File: src/rtl/ip_trigger_capture.sv
// Trigger-armed sample capture buffer with an AVMM register file for arm/status/drain.
// Optional build macro IP_TRIGGER_CAPTURE_TIMESTAMP_EN adds the TRIG_LATENCY register at 0x14.
module ip_trigger_capture #(
  parameter int unsigned DATA_W = 16,
  parameter int unsigned DEPTH  = 256
) (
  input  logic              clk,
  input  logic              reset,
  input  logic [7:0]        S_AVST_DATA,
  input  logic              S_AVST_VALID,
  output logic              S_AVST_READY,
  input  logic [DATA_W-1:0] SENSOR_DATA,
  input  logic              SENSOR_VALID,
  input  logic              S_AVMM_R,
  output logic [31:0]       S_AVMM_RDATA,
  output logic              S_AVMM_READATAVALID,
  input  logic              S_AVMM_W,
  input  logic [31:0]       S_AVMM_WDATA,
  input  logic [7:0]        S_AVMM_ADDR,
  output logic              S_AVMM_WAITREQUEST,
  output logic              CAPTURE_DONE
);

  localparam int unsigned AW = $clog2(DEPTH);
  localparam int unsigned CW = AW + 1;
  localparam logic [CW-1:0] DepthLen = CW'(DEPTH);

  typedef enum logic [1:0] {
    StIdle    = 2'd0,
    StArmed   = 2'd1,
    StCapture = 2'd2,
    StDone    = 2'd3
  } state_e;

  state_e            state_q, state_d;
  logic [CW-1:0]     count_q, count_d;
  logic [CW-1:0]     rd_ptr_q, rd_ptr_d;
  logic [CW-1:0]     length_q, length_d;
  logic              underflow_q, underflow_d;
  logic              ready_q;
  logic [31:0]       rdata_q, rdata_d;
  logic              rvalid_q;
  logic              buf_we;
  logic [DATA_W-1:0] buf_mem [DEPTH];

  logic          wr_ctrl, arm, clr, wr_len, rd_data, trigger;
  logic [CW-1:0] eff_len;

  assign wr_ctrl = S_AVMM_W && (S_AVMM_ADDR == 8'h00);
  assign arm     = wr_ctrl && S_AVMM_WDATA[0];
  assign clr     = wr_ctrl && S_AVMM_WDATA[1];
  assign wr_len  = S_AVMM_W && (S_AVMM_ADDR == 8'h10);
  assign rd_data = S_AVMM_R && (S_AVMM_ADDR == 8'h0C);
  assign trigger = S_AVST_VALID && ready_q && S_AVST_DATA[0];

  // Zero or oversize lengths fall back to a full-buffer capture.
  assign eff_len = ((length_q == '0) || (length_q > DepthLen)) ? DepthLen : length_q;

  logic unused_bits;
  assign unused_bits = ^{S_AVST_DATA[7:1], S_AVMM_WDATA[31:CW]};

  always_comb begin
    state_d     = state_q;
    count_d     = count_q;
    rd_ptr_d    = rd_ptr_q;
    length_d    = length_q;
    underflow_d = underflow_q;
    buf_we      = 1'b0;

    if (wr_len && (state_q == StIdle)) length_d = S_AVMM_WDATA[CW-1:0];
    if (rd_data && (state_q != StDone)) underflow_d = 1'b1;

    unique case (state_q)
      StIdle: begin
        if (arm) state_d = StArmed;
      end
      StArmed: begin
        if (trigger) begin
          state_d = StCapture;
          count_d = '0;
        end
      end
      StCapture: begin
        if (SENSOR_VALID) begin
          buf_we  = 1'b1;
          count_d = count_q + CW'(1);
          if ((count_q + CW'(1)) == eff_len) state_d = StDone;
        end
      end
      StDone: begin
        if (rd_data) begin
          rd_ptr_d = rd_ptr_q + CW'(1);
          if ((rd_ptr_q + CW'(1)) == count_q) begin
            state_d  = StIdle;
            rd_ptr_d = '0;
          end
        end
      end
      default: state_d = StIdle;
    endcase

    if (clr) begin
      state_d     = StIdle;
      count_d     = '0;
      rd_ptr_d    = '0;
      underflow_d = 1'b0;
    end
  end

`ifdef IP_TRIGGER_CAPTURE_TIMESTAMP_EN
  logic [31:0] ts_q, ts_d, trig_lat_q, trig_lat_d;

  always_comb begin
    ts_d       = ts_q;
    trig_lat_d = trig_lat_q;
    if ((state_q == StIdle) && arm && !clr) begin
      ts_d = '0;
    end else if (ts_q != 32'hFFFF_FFFF) begin
      ts_d = ts_q + 32'd1;
    end
    if ((state_q == StArmed) && trigger && !clr) trig_lat_d = ts_q;
    if (clr) trig_lat_d = '0;
  end

  always_ff @(posedge clk or negedge reset) begin
    if (!reset) begin
      ts_q       <= '0;
      trig_lat_q <= '0;
    end else begin
      ts_q       <= ts_d;
      trig_lat_q <= trig_lat_d;
    end
  end
`endif

  always_comb begin
    rdata_d = '0;
    if (S_AVMM_R) begin
      case (S_AVMM_ADDR)
        8'h04: rdata_d = {27'd0, underflow_q, 2'b00, state_q};
        8'h08: rdata_d = 32'(count_q);
        8'h0C: if (state_q == StDone) rdata_d = 32'(buf_mem[rd_ptr_q[AW-1:0]]);
        8'h10: rdata_d = 32'(length_q);
`ifdef IP_TRIGGER_CAPTURE_TIMESTAMP_EN
        8'h14: rdata_d = trig_lat_q;
`endif
        default: rdata_d = '0;
      endcase
    end
  end

  always_ff @(posedge clk or negedge reset) begin
    if (!reset) begin
      state_q     <= StIdle;
      count_q     <= '0;
      rd_ptr_q    <= '0;
      length_q    <= DepthLen;
      underflow_q <= 1'b0;
      ready_q     <= 1'b0;
      rdata_q     <= '0;
      rvalid_q    <= 1'b0;
    end else begin
      state_q     <= state_d;
      count_q     <= count_d;
      rd_ptr_q    <= rd_ptr_d;
      length_q    <= length_d;
      underflow_q <= underflow_d;
      ready_q     <= 1'b1;
      rdata_q     <= rdata_d;
      rvalid_q    <= S_AVMM_R;
    end
  end

  // Buffer contents are not reset; they are only read back after a fresh capture.
  always_ff @(posedge clk) begin
    if (buf_we) buf_mem[count_q[AW-1:0]] <= SENSOR_DATA;
  end

  assign S_AVST_READY        = ready_q;
  assign S_AVMM_RDATA        = rdata_q;
  assign S_AVMM_READATAVALID = rvalid_q;
  assign S_AVMM_WAITREQUEST  = 1'b0;
  assign CAPTURE_DONE        = (state_q == StDone);

endmodule

File: config.mk
export PLATFORM = sky130hd
export DESIGN_NAME = ip_trigger_capture
export DESIGN_NICKNAME = d
export VERILOG_FILES = /design/src/rtl/ip_trigger_capture.sv
export SDC_FILE = /design/constraint.sdc
export NUM_CORES = 2
export LEC_CHECK = 0
export ABC_AREA = 0
export BUFFER_PORTS_ARGS = -buffer_cell sky130_fd_sc_hd__buf_2
export CELL_PAD_IN_SITES_DETAIL_PLACEMENT = 0
export CELL_PAD_IN_SITES_GLOBAL_PLACEMENT = 1
export CORE_MARGIN = 2
export CORE_UTILIZATION = 56
export DETAILED_ROUTE_END_ITERATION = 6
export GPL_ROUTABILITY_DRIVEN = 0
export PLACE_DENSITY = 0.75
export SYNTH_ARGS = -nofsm -noshare
export SYNTH_HDL_FRONTEND = slang
export SYNTH_SLANG_ARGS = --single-unit
File: constraint.sdc
create_clock -name clk -period 3.7 [get_ports clk]
set_input_delay 0.74 -clock clk [delete_from_list [all_inputs] [get_ports clk]]
set_output_delay 0.74 -clock clk [all_outputs]
set_load 0.02 [all_outputs]
==> flow_summary.yaml <==
critical_path:
  path_max_fanout: 36
  cp-start-kind: "flip-flop"
  rr_endpoint: "S_AVMM_RDATA[3]"
  cpPeakStageDelay_ns: 0.46
  timing.rr.start: "rd_ptr_q[0]"
  regToRegSetupSlack_ns: 0.03
  path_class: "reg2reg"
  cp.required_ns: 4.54
  crit_start: "rd_ptr_q[0]"
  crit_slowest_cell: "dfrtp_4"
  arrival_ns: 4.51
  r2r_cells: 11
  critPathMostFrequentCell: "buf_12"
  crit_path_end_kind: "flip-flop"
  path_cells: "buf_12, buf_12, buf_12, mux2i_1, a22oi_1, a31oi_2, o221ai_1, a21oi_1, and3_2, nand4b_1, o22ai_1"
place:
  dp_hpwl_mm: 265
  io_buffers: 58
  place_area_um2: 170000
floorplan:
  core_region_area_um2: 287000
  ioPinCount: 106
  start_util_pct: 56.2
  die_h_um: 541
  dieArea_um2: 293000
  fp.dieW_um: 541
  num_rows: 197
timing:
  finalSetupViolCount: 0
  finalHoldViolations: 0
  fin_worst_skew_ns: 0.0601
  max_freq_mhz: 272
  slew_headroom_pct: 11.3
  worst_pin_slew_ns: 1.32
  hold_slack_ns: 0.0913
  drv_slew: 0
  period_share_pct: 99.2
  period_minus_slack_ns: 3.67
  rsz0062_at_grt: "no"
layout:
  seq_area_um2: 124000
  drive_gt1_share_pct: 29.9
  design_area_um2: 184000
  layout_common_cells: "edfxtp_1 (4096), mux4_2 (947), buf_4 (639), clkbuf_16 (414), mux2i_1 (278)"
  final_common_cell: "edfxtp_1"
  nFillCells: 18725
  syn2layout_area_growth_pct: 14.1
  multiInputGateArea_um2: 34300
  final_core_util_pct: 64.1
  fin_nets: 8086
power_and_ir_drop:
  peakVddDrop_uv: 580
  comb_power_share_pct: 3.3
  pwr-share-clk_pct: 43.2
  power.static_leakage_nw: 57.2
  switchingPower_mw: 20.1
  total_power_mw: 96.7
  p_seq_share_pct: 53.5
  p_sw_share_pct: 20.7
  p_int_mw: 76.7
  powerDensity_nw_per_um2: 525
clocking:
  path_clk_slew_ns: 0.07
  clkSinkCount: 4144
  clockBufferDepth: 4
  cts_buffers: 412
  cts_tree: "done"
  root_buffer: "clkbuf_16"
  clock_latency_ns: 0.97
  htree_num_levels: 5
logic_synthesis:
  synth_edf_count: 4096
  synthDistinctLibCells: 80
  synth_warnings: 0
  synthesis.instances: 7213
  ys.flop_type: "edfxtp_1"
  ys_seq_elements: 4144
  syn_area_um2: 161000
  postSynthAreaPerCell_um2: 22.4
  postSynth.asyncResetShare_pct: 1.16
  yosysSeqAreaShare_pct: 76.9
global_routing:
  antenna_found_initial: 31
  grt_util_all_layers_pct: 29.7
  gr-total-overflow: 0
  grt_max_degree: 161
  grt_pass1_vias: 79581
  grt_first_pass_wirelength_mm: 608
detailed_routing:
  drt_pass1_iterations: 6
  wire_per_inst_um: 35.7
  drc: 0
  ant_nets: 0
  drt-total-wl_mm: 433
  vias_per_cell: 6.68
  drtIter0Drc: 12369
  vias: 81101
min_path:
  worst_hold_startpoint: "S_AVMM_WDATA[8]"
  whs_path_depth: 3
  worstHoldEndpoint: "length_q[8]"
  hold_path.class: "in2reg"
outcome:
  outcome: "complete, no violations"
run:
  maxCapViolCount: 0
cell type report:
cell class / instances / share of cell area [%]
Sequential cell: 4144 / 67.4
Multi-Input combinational cell: 2631 / 18.6
Clock buffer: 497 / 5.80
Timing Repair Buffer: 801 / 3.96
Tap cell: 3781 / 2.57
Clock inverter: 253 / 1.56
Inverter: 16 / 0.0367
Antenna cell: 16 / 0.0217
worst max path at each step:
stage	to	slack, ns	depth (start not counted)
global route	S_AVMM_RDATA[2]	0.08	11
global placement	S_AVMM_RDATA[3]	-0.31	11
finish	S_AVMM_RDATA[3]	0.03	11
floorplan	buf_mem[112][0]	0.89	7
CTS	S_AVMM_RDATA[12]	0.005	7
detailed placement	S_AVMM_RDATA[3]	-0.19	11
sequential cells by signal, summed over array words and instances (netlist names):
register and flops:
buf_mem 4096, S_AVST_READY 1, state_q 2, S_AVMM_RDATA 16, rd_ptr_q 9, underflow_q 1, S_AVMM_READATAVALID 1, length_q 9
count_q 9
cell families (layout without fill, tap and decap cells):
group / after synthesis / in the layout / share of synthesized area (%)
DFF: 4144 / 4144 / 76.9
muxes: 1326 / 1326 / 16.4
and+or+nand+nor: 652 / 652 / 1.78
AOI/OAI and AO/OA: 603 / 603 / 2.54
buffers and inverters: 454 / 1567 / 2.12
xor gates and xnor gates: 22 / 22 / 0.119
adders and majority gates: 10 / 10 / 0.0775
other: 2 / 34 / 0.00465
timing repair:
| item | 4_1_cts | 5_1_grt |
|---|---|---|
| buffers inserted | 2 | 3 |
| endpoints found under the setup margin | 3 | 10 |
| hold buffers | 2 | 0 |
| hold endpoints to repair | 33 | 0 |
| gates resized for setup | 5 | 7 |
power by group through the flow:
stage | combinational, mW | sequential [mW] | clock [mW]
3_3_place_gp | 3.04 | 52.7 | 0
5_1_grt | 3.35 | 51.7 | 44.0
2_1_floorplan | 1.60 | 52.7 | 0
6_report | 3.19 | 51.8 | 41.8
4_1_cts | 3.15 | 51.8 | 42.2
3_5_place_dp | 3.14 | 52.7 | 0
Yosys cell counts (10+ instances only):
master | instances | area (um^2)
buf_8 | 49 | 736
buf_2 | 94 | 470
mux2_2 | 15 | 169
nand2b_1 | 16 | 100
clkbuf_8 | 19 | 262
a221oi_1 | 32 | 280
a22o_1 | 12 | 105
buf_6 | 50 | 563
mux4_2 | 947 | 21300
nand4_1 | 15 | 93.8
nor2b_1 | 29 | 181
ha_1 | 10 | 125
buf_12 | 14 | 280
nor3_1 | 30 | 150
o32ai_1 | 10 | 87.6
xnor2_1 | 15 | 131
o31ai_1 | 10 | 75.1
buf_4 | 62 | 465
nand3_1 | 40 | 200
buf_1 | 23 | 86.3
o221ai_1 | 74 | 648
dfrtp_1 | 47 | 1180
mux2i_1 | 278 | 2780
edfxtp_1 | 4096 | 123000
o21ai_0 | 119 | 596
clkbuf_1 | 119 | 447
nand2_1 | 117 | 439
inv_1 | 15 | 56.3
o22ai_1 | 61 | 382
a21oi_1 | 99 | 495
a31oi_1 | 30 | 188
a22oi_1 | 77 | 578
a211oi_1 | 22 | 165
mux4_1 | 86 | 2260
nor2_1 | 350 | 1310
metal layers:
layer | up-vias | share of wire (%) | GRT usage (%)
li1 | 32221 | - | -
met1 | 43004 | 37 | 41.9
met2 | 5028 | 47 | 45.4
met3 | 832 | 11 | 6.55
met4 | 16 | 4.8 | 12.4
met5 | - | 0.019 | 0
through the flow:
stage	std cells	setup TNS, ns	worst slack, ns
floorplan	7229	0	0.886
global route	12130	0	0.0790
global placement	11366	-0.694	-0.309
CTS	12120	0	0.00548
finish	12139	0	0.0283
detailed placement	11366	-0.606	-0.188
critical path: cells and delay by family (launching register included):
family | cells | cell delay (ns)
buffers and inverters | 3 | 0.67
AO/OA/AOI/OAI | 5 | 1.32
multiplexers | 1 | 0.37
flip-flops | 1 | 0.46
AND/OR/NAND/NOR | 2 | 0.65
No activity file was read; power rests on OpenSTA's default activity.
